===== src/rtl/tdc_window_sequencer_pkg.sv =====
// Shared types and width helpers for the TDC window sequencer.
// State encoding plus the accumulator-width arithmetic used by the top.
package tdc_window_sequencer_pkg;

    typedef enum logic [2:0] {
        S_IDLE,
        S_CLEAR,
        S_GATE,
        S_CAPTURE,
        S_DONE
    } state_t;

    // Gate timer width; covers the full 1..255 window range.
    localparam int TIMER_W = 8;

    function automatic int clog2_int(input int v);
        int r;
        r = 0;
        while ((1 << r) < v) r++;
        return r;
    endfunction

    function automatic int acc_width(input int count_w, input int num_windows);
        return count_w + clog2_int(num_windows);
    endfunction

endpackage


===== src/rtl/tdc_window_sequencer_gate.sv =====
// Loadable window down-counter; done is high while the count sits at zero.
// Loading WINDOW_CYCLES-1 in CLEAR yields exactly WINDOW_CYCLES enabled cycles.
module gate_timer #(
    parameter int W = 8
) (
    input  logic         clk,
    input  logic         rst,
    input  logic         load,
    input  logic [W-1:0] load_val,
    input  logic         en,
    output logic         done
);

    logic [W-1:0] count;

    always_ff @(posedge clk or posedge rst) begin
        if (rst) begin
            count <= '0;
        end else if (load) begin
            count <= load_val;
        end else if (en && count != '0) begin
            count <= count - 1'b1;
        end
    end

    assign done = (count == '0);

endmodule


===== src/rtl/tdc_window_sequencer.sv =====
// Burst sequencer for a TDC pulse counter: clear / gate / capture per window,
// summing the window counts and handing the result off with a valid/ack handshake.
module tdc_window_sequencer
    import tdc_window_sequencer_pkg::*;
#(
    parameter int WINDOW_CYCLES = 16,
    parameter int NUM_WINDOWS   = 4,
    parameter int COUNT_W       = 7
) (
    input  logic                                           clk,
    input  logic                                           rst,
    input  logic                                           start,
    input  logic                                           abort,
    input  logic [COUNT_W-1:0]                             count_in,
    input  logic                                           counter_full,
    output logic                                           cnt_en,
    output logic                                           cnt_clear,
    output logic                                           busy,
    output logic [acc_width(COUNT_W, NUM_WINDOWS)-1:0]     result,
    output logic [COUNT_W-1:0]                             result_avg,
    output logic                                           result_valid,
    input  logic                                           result_ack,
    output logic                                           overflow
);

    localparam int LOG2_NW = clog2_int(NUM_WINDOWS);
    localparam int ACC_W   = acc_width(COUNT_W, NUM_WINDOWS);
    localparam int IDX_W   = (LOG2_NW > 0) ? LOG2_NW : 1;

    state_t             state;
    logic [ACC_W-1:0]   acc;
    logic [ACC_W-1:0]   acc_next;
    logic [IDX_W-1:0]   win_idx;
    logic               ovf_flag;
    logic               last_win;
    logic               timer_load;
    logic               timer_en;
    logic               timer_done;

    assign acc_next   = acc + ACC_W'(count_in);
    assign last_win   = (win_idx == IDX_W'(NUM_WINDOWS - 1));
    assign timer_load = (state == S_CLEAR);
    assign timer_en   = (state == S_GATE);

    gate_timer #(
        .W(TIMER_W)
    ) u_gate_timer (
        .clk      (clk),
        .rst      (rst),
        .load     (timer_load),
        .load_val (TIMER_W'(WINDOW_CYCLES - 1)),
        .en       (timer_en),
        .done     (timer_done)
    );

    // result/result_avg/overflow only change on entry to DONE, so an aborted
    // burst leaves the previous burst's values visible.
    always_ff @(posedge clk or posedge rst) begin
        if (rst) begin
            state        <= S_IDLE;
            cnt_en       <= 1'b0;
            cnt_clear    <= 1'b0;
            busy         <= 1'b0;
            result_valid <= 1'b0;
            overflow     <= 1'b0;
            result       <= '0;
            result_avg   <= '0;
            acc          <= '0;
            win_idx      <= '0;
            ovf_flag     <= 1'b0;
        end else if (state != S_IDLE && abort) begin
            state        <= S_IDLE;
            cnt_en       <= 1'b0;
            cnt_clear    <= 1'b0;
            busy         <= 1'b0;
            result_valid <= 1'b0;
        end else begin
            case (state)
                S_IDLE: begin
                    if (start && !abort) begin
                        state     <= S_CLEAR;
                        cnt_clear <= 1'b1;
                        busy      <= 1'b1;
                        acc       <= '0;
                        win_idx   <= '0;
                        ovf_flag  <= 1'b0;
                    end
                end
                S_CLEAR: begin
                    state     <= S_GATE;
                    cnt_clear <= 1'b0;
                    cnt_en    <= 1'b1;
                end
                S_GATE: begin
                    if (counter_full || timer_done) begin
                        state  <= S_CAPTURE;
                        cnt_en <= 1'b0;
                    end
                    if (counter_full) ovf_flag <= 1'b1;
                end
                S_CAPTURE: begin
                    acc     <= acc_next;
                    win_idx <= win_idx + 1'b1;
                    if (last_win) begin
                        state        <= S_DONE;
                        result_valid <= 1'b1;
                        result       <= acc_next;
                        result_avg   <= COUNT_W'(acc_next >> LOG2_NW);
                        overflow     <= ovf_flag;
                    end else begin
                        state     <= S_CLEAR;
                        cnt_clear <= 1'b1;
                    end
                end
                S_DONE: begin
                    if (result_ack) begin
                        state        <= S_IDLE;
                        result_valid <= 1'b0;
                        busy         <= 1'b0;
                    end
                end
                default: begin
                    state     <= S_IDLE;
                    cnt_en    <= 1'b0;
                    cnt_clear <= 1'b0;
                    busy      <= 1'b0;
                end
            endcase
        end
    end

endmodule

===== config.mk =====
export PLATFORM = sky130hd
export DESIGN_NAME = tdc_window_sequencer
export DESIGN_NICKNAME = d
export VERILOG_FILES = /design/src/rtl/tdc_window_sequencer_pkg.sv /design/src/rtl/tdc_window_sequencer_gate.sv /design/src/rtl/tdc_window_sequencer.sv
export SDC_FILE = /design/constraint.sdc
export NUM_CORES = 1
export LEC_CHECK = 0
export ABC_AREA = 0
export BUFFER_PORTS_ARGS = -buffer_cell sky130_fd_sc_hd__buf_2
export CELL_PAD_IN_SITES_DETAIL_PLACEMENT = 1
export CELL_PAD_IN_SITES_GLOBAL_PLACEMENT = 1
export CORE_MARGIN = 2
export CORE_UTILIZATION = 39
export DETAILED_ROUTE_END_ITERATION = 10
export MAX_ROUTING_LAYER = met4
export PLACE_DENSITY = 0.8
export SKIP_LAST_GASP = 1
export SYNTH_ARGS = -nofsm -noshare
export SYNTH_HDL_FRONTEND = slang
export SYNTH_HIERARCHICAL = 1
export SYNTH_SLANG_ARGS = --single-unit

===== constraint.sdc =====
create_clock -name clk -period 1.9 [get_ports clk]
set_input_delay 0.19 -clock clk [delete_from_list [all_inputs] [get_ports clk]]
set_output_delay 0.19 -clock clk [all_outputs]
set_load 0.05 [all_outputs]

==> results.ini, run 1 <==
[run_status]
status=finished with violations
violations=negative setup slack

[place]
dp.final_hpwl_mm=3.704
gp_congestion=0.8272
io_buffers=33

[power_and_ir_drop]
p_per_area_nw_per_um2=1365
peakVddDrop_v=0.0006752
power_frac_comb=0.515
power.share.sequential=0.336
power.total_mw=3.650
total_leakage_power_nw=1.296
switchingPower_mw=1.511
clockPowerShare=0.149
p_sw_frac=0.4140
p_int_mw=2.139

[yosys]
synth_seq_area_share=0.4258
synth_cells=217
synthArstFlopShare=1.000
yosysTopAreaCellShare=0.4258
synth_area_per_cell_um2=10.02
ys_seq_elements=37
yosysWarnings=6
yosysUniqueCellTypes=53
synth_edf_count=0
synthTopCellsByArea=dfrtp_1, ha_1, mux2_2
yosysTopAreaCell=dfrtp_1
synthFlopType=dfrtp_1
synth_area_um2=2175

[timing]
max_freq_mhz=507.0
final-max-slew-violation-count=0
min_period_ns=1.972
hold_violations=0
finalSetupViolations=3
finalCritPeriodShare=1.038
setup_ws_ns=-0.07227
timing.hold.ws_ns=0.1889
finClkSkew_ns=0.005965
rsz0062_at_grt=yes
finalSetupTns_ns=-0.1090

[global_route]
grt_pass1_wl_mm=8.583
antenna_found_initial=0
met1_usage=0.2250
grt.busiest_layer=met2
met3_usage=0.03448
grt_pass1_vias=1832
met2_usage=0.2966
grt_max_degree=30
grt-ovfl-total=0
grt_usage=0.1815

[detailed_routing]
viasPerCell=5.138
drc_errors=0
routed_wl_mm=5.156
drt_iter0_drc=71
first_pass_iters=4
ant_nets=0
vias=1783
wl_per_cell_um=14.86

[floorplanning]
fp.coreArea_um2=5439
fp.dieArea_um2=6189
rows=27
die_x_um=78.67
start_util=0.3998
boundaryPins=34
die_h_um=78.67

[clock_tree]
insertion_delay_ns=0.29
cts_max_path_buffers=2
h-tree-depth=2
cts_inserted_buffers=5
cts-root-buf=clkbuf_8
clock_sinks=37
clkTransAtPathRegs_ns=0.08
cts_tree=built

[layout]
final_common_cell=dfrtp_1
nets=298
final_cell_mix=dfrtp_1, buf_2, buf_4
area_growth_pct=22.96
register_area_um2=925.9
diodes=0
fillers=633
drive_above_1_share=0.3382
fin_util=0.4916
multi_input_area_um2=1174

[flow_run]
drv_cap=0

[worst_setup_path]
cp_max_fo=3
worstPathCellList=ha_2 -> inv_2 -> fa_2 -> nor2b_4 -> o31a_1 -> o311a_1 -> nand2b_4 -> a31oi_2
path_buf_inv=1
cp-end-kind=flip-flop
critical_path_class=flip-flop to flip-flop
crit_required_ns=2.11
critPathMaxStageDelay_ns=0.39
slowest_stage=dfrtp_1
start_kind=flip-flop
arrival_ns=2.18
path_delay_family=compound AO/OA/AOI/OAI gates

[worst_hold_path]
worstHoldPathType=input port to flip-flop

==> flip-flops by register name, indices dropped and copies added, names as in the netlist <==
name	flops
acc	9
result	9
u_gate_timer/count	8
state	3
win_idx	2
busy	1
cnt_clear	1
cnt_en	1
overflow	1
ovf_flag	1
result_valid	1
==> metrics by stage <==
stage / cell area (µm²) / cells / worst slack, ns
after global placement: 2486 / 330 / -0.007681
after detailed placement: 2486 / 330 / -0.09014
after global routing: 2674 / 347 / -0.1515
after floorplan: 2197 / 223 / 0.01756
after CTS: 2591 / 340 / -0.03996
final: 2674 / 347 / -0.07227
==> path summary, 6_finish.rpt <==
path | start | end | slack [ns] | depth (start not counted)
max | acc[0] | acc[8] | -0.07 | 8
min | start | busy | 0.19 | 2
max reg2reg | acc[0] | acc[8] | -0.07 | 8
min reg2reg | win_idx[0] | win_idx[0] | 0.50 | 1
max in group asynchronous | rst | cnt_en | 1.09 | 4
min in group asynchronous | rst | u_gate_timer/count[0] | 0.40 | 3
==> layer usage <==
metal	up-vias	part of all wire
met1	885	0.45
met5	-	0
met4	0	0.016
met3	7	0.026
li1	864	-
met2	27	0.51
==> power groups by stage <==
| stage | registers [mW] | clock network, mW | logic (mW) |
|---|---|---|---|
| finish | 1.23 | 0.545 | 1.88 |
| global route | 1.26 | 0.597 | 2.08 |
| CTS | 1.22 | 0.568 | 1.76 |
| detailed placement | 1.24 | 0 | 1.73 |
| global placement | 1.22 | 0 | 1.66 |
| floorplan | 1.32 | 0 | 1.15 |
==> area by class of cell <==
type,instances,area share
flip-flops and latches,37,0.3463
multi-input cells,160,0.4389
repair buffers,59,0.1357
inverters,11,0.01544
clock buffers,8,0.02995
well taps,72,0.03369
==> synth_stat cells, drive strengths merged (2+ instances only) <==
cell type / count
nor3: 2
or3: 2
mux2: 9
xnor2: 9
nand2: 20
conb: 2
o21ai: 16
a31oi: 2
nand3: 4
nor2b: 6
ha: 10
buf: 12
or2: 3
o22ai: 5
a211oi: 3
clkbuf: 3
a22o: 8
inv: 11
a21o: 2
a21oi: 8
nand2b: 2
nor3b: 2
nor2: 17
o21a: 2
xor2: 2
o31a: 2
o31ai: 3
dfrtp: 37
==> cell families (layout without fill, tap and decap cells) <==
| group | after synthesis | count (layout) | share of synthesized area |
|---|---|---|---|
| AOI/OAI and AO/OA | 58 | 58 | 0.1881 |
| xor gates and xnor gates | 11 | 11 | 0.04431 |
| adders and majority gates | 11 | 11 | 0.06674 |
| buffers and inverters | 26 | 78 | 0.06214 |
| DFF | 37 | 37 | 0.4258 |
| muxes | 9 | 9 | 0.04661 |
| other | 2 | 8 | 0.003454 |
| and+or+nand+nor | 63 | 63 | 0.1628 |
==> worst register-to-register path, delay by kind of cell, from the launching register on <==
family | cells | cell delay, ns
AO/OA/AOI/OAI | 3 | 0.83
adder cells (fa/ha/maj) | 2 | 0.42
flip-flops | 1 | 0.39
buffers and inverters | 1 | 0.05
AND/OR/NAND/NOR | 2 | 0.21
==> what timing repair did <==
item	4_1_cts	5_1_grt
hold endpoints to repair	37	0
setup endpoints to repair	5	9
cloned	0	0
buffers inserted	1	7
hold buffers	1	0
pin swaps	3	7
gates resized for setup	4	7
(Power assumes the default switching activity.)
==> inputs of run 2 (changes only) <==
CORE_MARGIN = 1.5   (was 2)
CORE_UTILIZATION = 41   (was 39)
CTS_BUF_LIST = sky130_fd_sc_hd__clkbuf_8   (was unset)
PLACE_DENSITY = 0.83   (was 0.8)
==> run 2 against run 1 <==
Net effect: worst setup slack gained 0.010 ns; the run still ends with negative setup slack left; sequential cell count unchanged; first-iteration DRC count rose by 1.4%; clock power grew 3%.
==> results.ini, run 2 (synthesized netlist as in run 1, its figures left out) <==
[layout]
final_common_cell=dfrtp_1
final_cell_mix=dfrtp_1, buf_2, buf_4
diodes=0  ; unchanged
largestRegisters=acc: 9 flops, result: 9 flops, u_gate_timer/count: 8 flops
fillers=601  ; -5.1%
register_area_um2=925.9  ; unchanged
multi_input_area_um2=1214  ; +3.4%
area_growth_pct=24.97
nets=298  ; unchanged
drive_above_1_share=0.3709  ; +0.03273
fin_util=0.5321  ; +0.04049

[worst_setup_path]
r2r_setup_slack_ns=-0.06  ; about the same
start_kind=flip-flop
r2r_start=acc[0]
critical_path_class=flip-flop to flip-flop
path_buf_inv=1  ; unchanged
cp_max_fo=3  ; unchanged
arrival_ns=2.15  ; -0.03 ns
critPathMaxStageDelay_ns=0.39  ; about the same
worstPathCellList=ha_2 -> inv_2 -> fa_2 -> nor2b_4 -> o31a_1 -> o311a_1 -> xnor2_1 -> a21oi_1
cp-end-kind=flip-flop
ff2ff_path_depth=8  ; unchanged
slowest_stage=dfrtp_1
crit_required_ns=2.09  ; -0.02 ns
path_delay_family=compound AO/OA/AOI/OAI gates
timing.rr.end=result[8]

[clock_tree]
clock_sinks=37  ; unchanged
cts_tree=built
cts_max_path_buffers=2  ; unchanged
insertion_delay_ns=0.30  ; about the same
cts-root-buf=clkbuf_8
clkTransAtPathRegs_ns=0.08  ; about the same
cts_inserted_buffers=5  ; unchanged
h-tree-depth=2  ; unchanged

[floorplanning]
rows=26  ; -3.7%
fp.dieArea_um2=5749  ; -7.1%
fp.coreArea_um2=5107  ; -6.1%
start_util=0.4258  ; +0.02596
die_x_um=75.83  ; -3.6%
die_h_um=75.83  ; -3.6%
boundaryPins=34  ; unchanged

[power_and_ir_drop]
p_per_area_nw_per_um2=1385  ; +1.5%
switchingPower_mw=1.608  ; +6.4%
power.share.sequential=0.324  ; -0.012
p_sw_frac=0.4272  ; +0.01327
total_leakage_power_nw=1.311  ; +1.1%
peakVddDrop_v=0.0005849  ; -13%
power.total_mw=3.764  ; +3.1%
clockPowerShare=0.150  ; about the same
p_int_mw=2.156  ; +0.78%
power_frac_comb=0.526  ; +0.011

[run_status]
status=finished with violations
violations=negative setup slack

[timing]
min_period_ns=1.962  ; -0.01037 ns
finalSetupViolations=3  ; unchanged
timing.hold.ws_ns=0.1820  ; -0.006872 ns
rsz0062_at_grt=yes
final-max-slew-violation-count=0  ; unchanged
hold_violations=0  ; unchanged
setup_ws_ns=-0.06190  ; +0.01037 ns
finalCritPeriodShare=1.033  ; -0.005458
finClkSkew_ns=0.008899  ; +0.002934 ns
max_freq_mhz=509.7  ; +0.53%

[place]
pre_cts_slack_ns=-0.1237  ; -0.03357 ns
io_buffers=33  ; unchanged
gp_congestion=0.7744  ; -6.4%
dp.final_hpwl_mm=3.810  ; +2.9%

[global_route]
grt_pass1_vias=1796  ; -2.0%
grt-ovfl-total=0  ; unchanged
grt_pass1_wl_mm=8.611  ; +0.33%
antenna_found_initial=0  ; unchanged
grt_usage=0.2091  ; +0.02759
grt_max_degree=30  ; unchanged

[worst_hold_path]
worstHoldPathType=input port to flip-flop
hp-start=start
holdPathStages=2  ; unchanged
hold-path-endpoint=busy

[detailed_routing]
first_pass_iters=4  ; unchanged
routed_wl_mm=5.585  ; +8.3%
ant_nets=0  ; unchanged
vias=1813  ; +1.7%
viasPerCell=5.255  ; +2.3%
drt_iter0_drc=72  ; +1.4%
wl_per_cell_um=16.19  ; +8.9%
drc_errors=0  ; unchanged

[flow_run]
drv_cap=0  ; unchanged

[run 2: worst max path at each step]
stage	startpoint	end	slack [ns]	cells past startpoint
detailed placement	acc[0]	acc[8]	-0.12	8
finish	acc[0]	result[8]	-0.06	8
floorplan	acc[0]	acc[8]	0.02	8
global route	acc[0]	acc[8]	-0.12	8
CTS	acc[0]	result[8]	-0.04	8
global placement	acc[0]	acc[8]	-0.01	8
[run 2: worst register-to-register path: cells and delay by family (launching register included)]
kind | cells | cell delay, ns
DFF | 1 | 0.39
buffers and inverters | 1 | 0.07
AOI/OAI and AO/OA | 3 | 0.74
and+or+nand+nor | 1 | 0.05
adders and majority gates | 2 | 0.41
xor gates and xnor gates | 1 | 0.18
[run 2: timing repair]
item,in CTS,in global routing
hold endpoints to repair,37,0
gates resized for setup,10,11
hold buffers,1,0
pin swaps,5,8
buffers inserted,2,7
endpoints found under the setup margin,8,11
[run 2: cell type report]
type	instances	area share
multi-input cells	160	0.4466
flip-flops and latches	37	0.3407
repair buffers	59	0.1335
well taps	70	0.03223
clock buffers	5	0.02532
inverters	11	0.01519
clock inverters	3	0.006446
[run 2: routing by layer]
metal,wire length [µm],GRT usage,part of all wire
met2,2797,0.3217,0.50
met5,0,-,0
met4,108,0.08532,0.019
met1,2526,0.2694,0.45
met3,153,0.04101,0.027
[run 2: power by group through the flow]
| stage | combinational, mW | sequential [mW] | clock (mW) |
|---|---|---|---|
| 2_1_floorplan | 1.15 | 1.32 | 0 |
| 3_3_place_gp | 1.67 | 1.20 | 0 |
| 3_5_place_dp | 1.76 | 1.22 | 0 |
| 4_1_cts | 1.83 | 1.21 | 0.582 |
| 5_1_grt | 2.17 | 1.25 | 0.603 |
| 6_report | 1.98 | 1.22 | 0.564 |
[run 2: metrics by stage]
step                      instance area [µm²]  TNS [ns]  instances
after floorplan                          2197         0        223
after global placement                   2476  -0.01286        327
after CTS                                2621  -0.09433        338
final                                    2718   -0.1603        345
after global routing                     2718   -0.4750        345
after detailed placement                 2476   -0.4349        327
